## src/rtl/seq_booth_mul_if.sv

```systemverilog
// Operand/result bundle between the control unit (master) and the sequential multiplier (slave).
interface seq_booth_mul_if #(
  parameter int DATA_WIDTH = 32
);
  logic                  start;
  logic                  signed_mode;
  logic [DATA_WIDTH-1:0] Q;
  logic [DATA_WIDTH-1:0] M;
  logic                  busy;
  logic                  done;
  logic [DATA_WIDTH-1:0] HI;
  logic [DATA_WIDTH-1:0] LO;

  modport master (output start, signed_mode, Q, M, input busy, done, HI, LO);
  modport slave  (input start, signed_mode, Q, M, output busy, done, HI, LO);
endinterface

```

## src/rtl/seq_booth_mul.sv

```systemverilog
// Radix-4 Booth multiplier retiring one digit per clock; signed/unsigned per operation,
// 2*DATA_WIDTH product published on HI/LO only when the operation completes.
module seq_booth_mul #(
  parameter int DATA_WIDTH = 32
) (
  input  logic            clk,
  input  logic            clr_n,
  seq_booth_mul_if.slave  bus
);
  localparam int W    = DATA_WIDTH;
  localparam int ITER = W/2 + 1;
  localparam int AW   = 2*W + 2;
  localparam int CW   = $clog2(ITER);

  typedef enum logic [1:0] {IDLE, RUN, DONE} state_t;

  state_t        state, state_nxt;
  logic [CW-1:0] cnt;
  logic [AW-1:0] acc, acc_nxt, mcand, pp;
  logic [W+2:0]  mplr;
  logic [W-1:0]  hi_q, lo_q;
  logic          last;

  assign last = (cnt == CW'(ITER-1));

  always_comb begin
    state_nxt = state;
    case (state)
      IDLE:    if (bus.start) state_nxt = RUN;
      RUN:     if (last)      state_nxt = DONE;
      DONE:                   state_nxt = IDLE;
      default:                state_nxt = IDLE;
    endcase
  end

  // mcand is pre-shifted by 2i and mplr[2:0] holds bits [2i+1:2i-1], so no barrel shifter is needed
  always_comb begin
    pp = '0;
    case (mplr[2:0])
      3'b001, 3'b010: pp = mcand;
      3'b011:         pp = mcand << 1;
      3'b100:         pp = -(mcand << 1);
      3'b101, 3'b110: pp = -mcand;
      default:        pp = '0;
    endcase
    acc_nxt = acc + pp;
  end

  always_ff @(posedge clk) begin
    if (!clr_n) begin
      state <= IDLE;
      cnt   <= '0;
      acc   <= '0;
      mcand <= '0;
      mplr  <= '0;
      hi_q  <= '0;
      lo_q  <= '0;
    end else begin
      state <= state_nxt;
      case (state)
        IDLE: if (bus.start) begin
          mcand <= {{(W+2){bus.signed_mode & bus.Q[W-1]}}, bus.Q};
          mplr  <= {{2{bus.signed_mode & bus.M[W-1]}}, bus.M, 1'b0};
          acc   <= '0;
          cnt   <= '0;
        end
        RUN: begin
          acc   <= acc_nxt;
          mcand <= mcand << 2;
          mplr  <= mplr >> 2;
          cnt   <= cnt + 1'b1;
          if (last) {hi_q, lo_q} <= acc_nxt[2*W-1:0];
        end
        default: ;
      endcase
    end
  end

  assign bus.busy = (state != IDLE);
  assign bus.done = (state == DONE);
  assign bus.HI   = hi_q;
  assign bus.LO   = lo_q;
endmodule

```

## src/flat_wrapper.sv

```systemverilog
// flat-port wrapper written by rule: the top's interface ports become plain ports
module seq_booth_mul_flat 
#(
  parameter int DATA_WIDTH = 32
)
  (clk, clr_n, bus_start, bus_signed_mode, bus_Q, bus_M, bus_busy, bus_done, bus_HI, bus_LO);
  seq_booth_mul_if #(.DATA_WIDTH(DATA_WIDTH)) bus_i ();
  input  logic clk;
  input  logic clr_n;
  input wire logic [$bits(bus_i.start)-1:0] bus_start;
  input wire logic [$bits(bus_i.signed_mode)-1:0] bus_signed_mode;
  input wire logic [$bits(bus_i.Q)-1:0] bus_Q;
  input wire logic [$bits(bus_i.M)-1:0] bus_M;
  output wire logic [$bits(bus_i.busy)-1:0] bus_busy;
  output wire logic [$bits(bus_i.done)-1:0] bus_done;
  output wire logic [$bits(bus_i.HI)-1:0] bus_HI;
  output wire logic [$bits(bus_i.LO)-1:0] bus_LO;
  assign bus_i.start = bus_start;
  assign bus_i.signed_mode = bus_signed_mode;
  assign bus_i.Q = bus_Q;
  assign bus_i.M = bus_M;
  assign bus_busy = bus_i.busy;
  assign bus_done = bus_i.done;
  assign bus_HI = bus_i.HI;
  assign bus_LO = bus_i.LO;
  seq_booth_mul #(.DATA_WIDTH(DATA_WIDTH)) u_core (.clk(clk), .clr_n(clr_n), .bus(bus_i));
endmodule
```

## config.mk

```make
export PLATFORM = sky130hd
export DESIGN_NAME = seq_booth_mul_flat
export DESIGN_NICKNAME = d
export VERILOG_FILES = /design/src/rtl/seq_booth_mul_if.sv /design/src/rtl/seq_booth_mul.sv /design/src/flat_wrapper.sv
export SDC_FILE = /design/constraint.sdc
export NUM_CORES = 1
export LEC_CHECK = 0
export ABC_CLOCK_PERIOD_IN_PS = 6660
export CAP_MARGIN = 10
export CORE_MARGIN = 2
export CORE_UTILIZATION = 60
export DETAILED_ROUTE_END_ITERATION = 7
export PLACE_DENSITY_LB_ADDON = 0.08
export SETUP_SLACK_MARGIN = 0.4
export SYNTH_ARGS = -nofsm -noshare
export SYNTH_HDL_FRONTEND = slang
export SYNTH_SLANG_ARGS = --single-unit
```

## constraint.sdc

```tcl
create_clock -name clk -period 6.66 [get_ports clk]
set_input_delay 1.665 -clock clk [delete_from_list [all_inputs] [get_ports clk]]
set_output_delay 1.665 -clock clk [all_outputs]
set_load 0.01 [all_outputs]
```

==> results of run 1 <==
state kept, by name, indices dropped and copies added (netlist names):
register	count
u_core.state	2
u_core.mplr	34
u_core.bus.HI	32
u_core.bus.LO	32
u_core.mcand	64
u_core.acc	64
u_core.cnt	5
area by class of cell:
class / instances / share of cell area (%)
Clock inverter: 11 / 0.5588
Inverter: 31 / 0.6338
Clock buffer: 36 / 4.137
Timing Repair Buffer: 168 / 8.669
Tap cell: 341 / 2.324
Multi-Input combinational cell: 1757 / 58.26
Sequential cell: 233 / 25.42
cell usage in the layout (no fill, tap or decap), types with 48 or more instances in the layout:
cell type and n:
clkdlybuf4s50_1 132, nand2_1 314, xnor2_1 70, ha_1 63, xor2_1 48, nor2_1 162
a22o_1 54, a22oi_1 82, a21oi_1 193, dfxtp_1 231, o21ai_0 254, nand3_1 55
cells by family after synthesis:
kind of cell               share of synthesized area, %
adders and majority gates                         5.216
and+or+nand+nor                                   21.67
muxes                                            0.6481
DFF                                               28.76
AOI/OAI and AO/OA                                 31.56
xor gates and xnor gates                          6.427
buffers and inverters                             5.717
worst max-delay path, stage by stage, from the launching register on:
cell	delay [ns]
dfxtp_1	0.40
or4_4	0.61
nor3_4	0.25
nand4_1	0.21
or4b_1	0.60
or4_1	0.47
nand2_1	0.11
xnor2_1	0.07
nand2_1	0.07
o311ai_0	0.22
ha_2	0.50
nand4_1	0.25
nor4_2	0.38
nor2b_1	0.18
a2111o_1	0.16
or2_0	0.17
o21ai_1	0.15
o31a_1	0.36
or4b_2	0.65
nand3_1	0.10
cell usage after synthesis, types with 42 or more instances:
cell	n
ha_1	66
a22oi_1	82
nor2_1	165
xor2_1	49
dfxtp_1	233
nand2_1	317
a21oi_1	193
clkbuf_1	188
nand3_1	55
xnor2_1	70
a22o_1	54
nor3_1	47
a21o_1	42
o21ai_0	254
power groups by stage:
| stage | sequential [uW] | clock [uW] | combinational [uW] |
|---|---|---|---|
| 6_report | 1580 | 1450 | 1240 |
| 5_1_grt | 1590 | 1510 | 1340 |
| 4_1_cts | 1580 | 1460 | 1200 |
| 3_5_place_dp | 1610 | 0 | 1190 |
| 3_3_place_gp | 1600 | 0 | 1170 |
| 2_1_floorplan | 1540 | 0 | 907 |
through the flow:
stage | total power (uW) | worst slack [ns]
after global routing | 4446 | 0.4236
final | 4275 | 0.6990
after detailed placement | 2797 | 0.7408
after floorplan | 2446 | 1.312
after global placement | 2774 | 0.9361
after CTS | 4238 | 0.6940
routing by layer:
layer	GRT usage, %	vias up	wire, um
met5	0	-	26
met4	13.42	2	1915
met3	6.982	132	5169
met2	54.77	808	22680
met1	49.47	7944	22730
li1	-	8005	-
path summary, 6_finish.rpt:
path | from | endpoint | slack [ns] | cells past startpoint
max | u_core.mcand[19] | u_core.bus.HI[28] | 0.70 | 19
min | u_core.bus.LO[21] | u_core.bus.LO[21] | 0.45 | 2
max reg2reg | u_core.mcand[19] | u_core.bus.HI[28] | 0.70 | 19
min reg2reg | u_core.bus.LO[21] | u_core.bus.LO[21] | 0.45 | 2
==> qor.csv, run 1 <==
metric;value;unit
p_leak;0.007195;uW
portBuffers;133;
synth_ff_type;dfxtp_1;
max_freq;167.8;MHz
cts_setup_buffers;0;
synthCells;2231;
ys_seq_elements;233;
area_growth;13.21;%
final_cells;2577;
fin_crit;5.961;ns
skew;0.006602;ns
multi_input_area;10700;sq um
finalSetupTns;0;ns
drc;2;
yosys.area.top_type_share;28.76;%
hold_buffers;0;
yosysTopAreaCell;dfxtp_1;
cts.sinks;233;
status;finished, violations left;
clk_latency;0.54;ns
grt.overflow.total;0;
fp.dieArea;28360;sq um
grt_pass1_wl;82.30;mm
switching_power;1521;uW
critPathKind;flip-flop to flip-flop;
final-seq-area;4667;sq um
critPathLaunchType;flip-flop;
drt_pass1_iterations;8;
ys_types;87;
initial_core_util;60.68;%
grt_setup_unrepaired;false;
place_congestion;0.9833;
hold_path_class;flip-flop to flip-flop;
cap_violations;0;
drt_wl_total;52.52;mm
cts-root-buf;clkbuf_16;
yosys_warnings;0;
internal_power;2754;uW
worst_slew_pin_slew;1.153;ns
fillCellCount;2339;
drive_gt1_share;5.680;%
rows;60;
grt_pass1_vias;15410;
p_comb_share;28.9;%
grt_max_degree;103;
antenna_cells;0;
synth_fp_nets;2366;
syn-cell-area;16220;sq um
swShare;35.58;%
clk_path_buf_depth;3;
cts_tree;yes;
antenna_left;0;
grt_use_total;35.63;%
drt_iter0_drc;1617;
viasPerCell;6.555;
critPathMaxFanout;8;
timing.hold.ws;0.4522;ns
ir_worst_vdd;193.8;uV
power.density;232.8;nW/um^2
wl_per_cell;20.38;um
io_pins;134;
yosysSeqAreaShare;28.76;%
endpoint_kind;flip-flop;
fin_crit_sh;89.50;%
avgSynthCellArea;7.269;sq um
vias;16891;
synth_top_cells_by_area;dfxtp_1 (29%), o21ai_0 (7.8%), nand2_1 (7.3%), a21oi_1 (6.0%), ha_1 (5.1%);
synth-async-reset-ratio;0;%
fin_nets;2353;
finalHoldViolations;0;
cts_resized;0;
clockPowerShare;34.0;%
numCtsBuffers;27;
place_inst;2530;
htree_levels;1;
fp.dieH;168.4;um
worstPathRequired;7.14;ns
synth-edff-count;0;
timing.slew.headroom;22.90;%
design_area;18360;sq um
cts.clk_slew.worst_paths;0.06;ns
placed_area;17460;sq um
final_core_util;68.69;%
fp.coreArea;26730;sq um
failed_checks;design-rule violations;
arrival;6.44;ns
seqPwrFrac;37.1;%
grt_antenna_before_repair;0;
die_x;168.4;um
setup_viol;0;
hpwl;37.12;mm
drv_slew;0;
No activity file was read; power rests on OpenSTA's default activity.
==> run 2, diff against run 1 <==
--- a/config.mk
+++ b/config.mk
@@ -9,9 +9,11 @@
 export CAP_MARGIN = 10
 export CORE_MARGIN = 2
 export CORE_UTILIZATION = 60
+export CTS_CLUSTER_SIZE = 12
 export DETAILED_ROUTE_END_ITERATION = 7
 export PLACE_DENSITY_LB_ADDON = 0.08
 export SETUP_SLACK_MARGIN = 0.4
+export SKIP_CTS_REPAIR_TIMING = 1
 export SYNTH_ARGS = -nofsm -noshare
 export SYNTH_HDL_FRONTEND = slang
 export SYNTH_SLANG_ARGS = --single-unit
==> run 2 against run 1 <==
Net effect: the flow now finishes without violations; critical path depth stayed put; sequential power hardly changed; first-iteration DRC count is 5.4% higher; utilization is 0.11 points higher; critical endpoint unchanged.
==> qor.csv, run 2 (synthesis gave the netlist of run 1 again) <==
metric;value;unit
drt_iter0_drc;1705;
setup_viol;0;
clockPowerShare;34.8;%
placed_area;17460;sq um
area_growth;13.39;%
arrival;6.41;ns
grt_pass1_wl;82.01;mm
fp.dieArea;28360;sq um
clk_path_buf_depth;3;
wl_per_cell;20.27;um
status;completed;
grt_use_total;35.50;%
antenna_left;0;
vias;16830;
internal_power;2823;uW
critPathLaunchType;flip-flop;
grt_max_degree;103;
slowest_stage;or4b_2;
timing.slew.headroom;23.42;%
hold_path_class;flip-flop to flip-flop;
design_area;18390;sq um
clk_latency;0.54;ns
ir_worst_vdd;190.7;uV
endpoint_kind;flip-flop;
viasPerCell;6.536;
cts_tree;yes;
io_pins;134;
drive_gt1_share;5.640;%
p_leak;0.007221;uW
fin_crit;5.928;ns
swShare;34.69;%
final_cell_mix;nand2_1 (314), o21ai_0 (254), dfxtp_1 (231);
critPathKind;flip-flop to flip-flop;
worstPathRequired;7.14;ns
crit-reg2reg-launch;u_core.mcand[19];
grt.overflow.total;0;
hold_depth;2;
seqPwrFrac;36.6;%
fin_nets;2353;
r2r_cells;19;
drt_pass1_iterations;6;
drv_slew;0;
reg2reg_to;u_core.bus.HI[28];
final_core_util;68.81;%
min-delay-start;u_core.bus.LO[21];
finalSetupTns;0;ns
cts-root-buf;clkbuf_16;
initial_core_util;60.68;%
cap_violations;0;
antenna_cells;0;
power;4322;uW
slowest_delay;0.65;ns
switching_power;1499;uW
critPathMaxFanout;8;
drc;0;
finalHoldViolations;0;
worst_slew_pin_slew;1.145;ns
cts.clk_slew.worst_paths;0.06;ns
fp.dieH;168.4;um
grt_antenna_before_repair;0;
htree_levels;1;
grt_setup_unrepaired;false;
largestRegisters;u_core.acc x64, u_core.mcand x64, u_core.mplr x34;
r2r_slack;0.73;ns
hpwl;37.12;mm
fin_crit_sh;89.01;%
numCtsBuffers;27;
cts.sinks;233;
skew;0.006097;ns
power.density;235.0;nW/um^2
drt_wl_total;52.19;mm
layout_commonest_cell;nand2_1;
hold_path_end;u_core.bus.LO[21];
p_comb_share;28.5;%
worstPathCellList;or4_4, nor3_4, nand4_1, or4b_1, or4_1, nand2_1, xnor2_1, nand2_1, o311ai_0, ha_2, nand4_1, nor4_2, nor2b_1, a2111o_1, or2_0, o21ai_1, o31a_1, or4b_2, nand3_1;
fp.coreArea;26730;sq um
die_x;168.4;um
max_freq;168.7;MHz
grt_pass1_vias;15401;
rows;60;
portBuffers;133;
place_congestion;0.9833;
## run 2: cell types whose count changed in the layout (fill, tap and decap cells not counted), sizes merged
cell	delta
bufinv	+2
clkbuf	-1
clkinv	+1
clkinvlp	-3
inv	-1
## run 2: layer usage
| metal | vias to the layer above | part of all wire (%) | GRT usage (%) |
|---|---|---|---|
| met5 | - | 0 | 0 |
| met4 | 0 | 3.7 | 13.53 |
| met3 | 138 | 9.7 | 7.428 |
| met2 | 796 | 43 | 54.52 |
| met1 | 7894 | 43 | 48.98 |
| li1 | 8002 | - | - |
## run 2: worst max-delay path by stage
stage	from	end	slack [ns]	cells past startpoint
after global placement	u_core.mcand[0]	u_core.bus.HI[28]	0.94	20
after global routing	u_core.mcand[19]	u_core.bus.HI[28]	0.43	19
after CTS	u_core.mcand[1]	u_core.bus.HI[28]	0.71	20
after floorplan	u_core.mcand[25]	u_core.bus.HI[28]	1.31	22
final	u_core.mcand[19]	u_core.bus.HI[28]	0.73	19
after detailed placement	u_core.mcand[1]	u_core.bus.HI[28]	0.74	20
## run 2: cell type report
class	instances	area [sq um]
clock buffer	35	755.7
inverter	31	116.4
tap	341	426.7
clock inverter	10	136.4
sequential	233	4667
multi-input combinational	1757	10700
fill	2336	8337
timing repair buffer	168	1592
## run 2: worst max-delay path: cells and delay by family (launching register included)
kind,cells,cell delay (ns)
AOI/OAI and AO/OA,4,0.88
adders and majority gates,1,0.49
and+or+nand+nor,13,4.05
xor gates and xnor gates,1,0.07
DFF,1,0.39
## run 2: through the flow
step,hold WS (ns),std cells,setup WS [ns]
finish,0.4522,2575,0.7317
global route,0.4679,2575,0.4316
CTS,0.4543,2575,0.7108
detailed placement,0.4465,2530,0.7408
global placement,0.4415,2530,0.9361
floorplan,0.4315,2231,1.312
## run 2: power groups by stage
stage	sequential, uW	combinational, uW	clock [uW]
finish	1580	1230	1500
global route	1590	1340	1570
CTS	1580	1200	1520
detailed placement	1610	1190	0
global placement	1600	1170	0
floorplan	1540	907	0
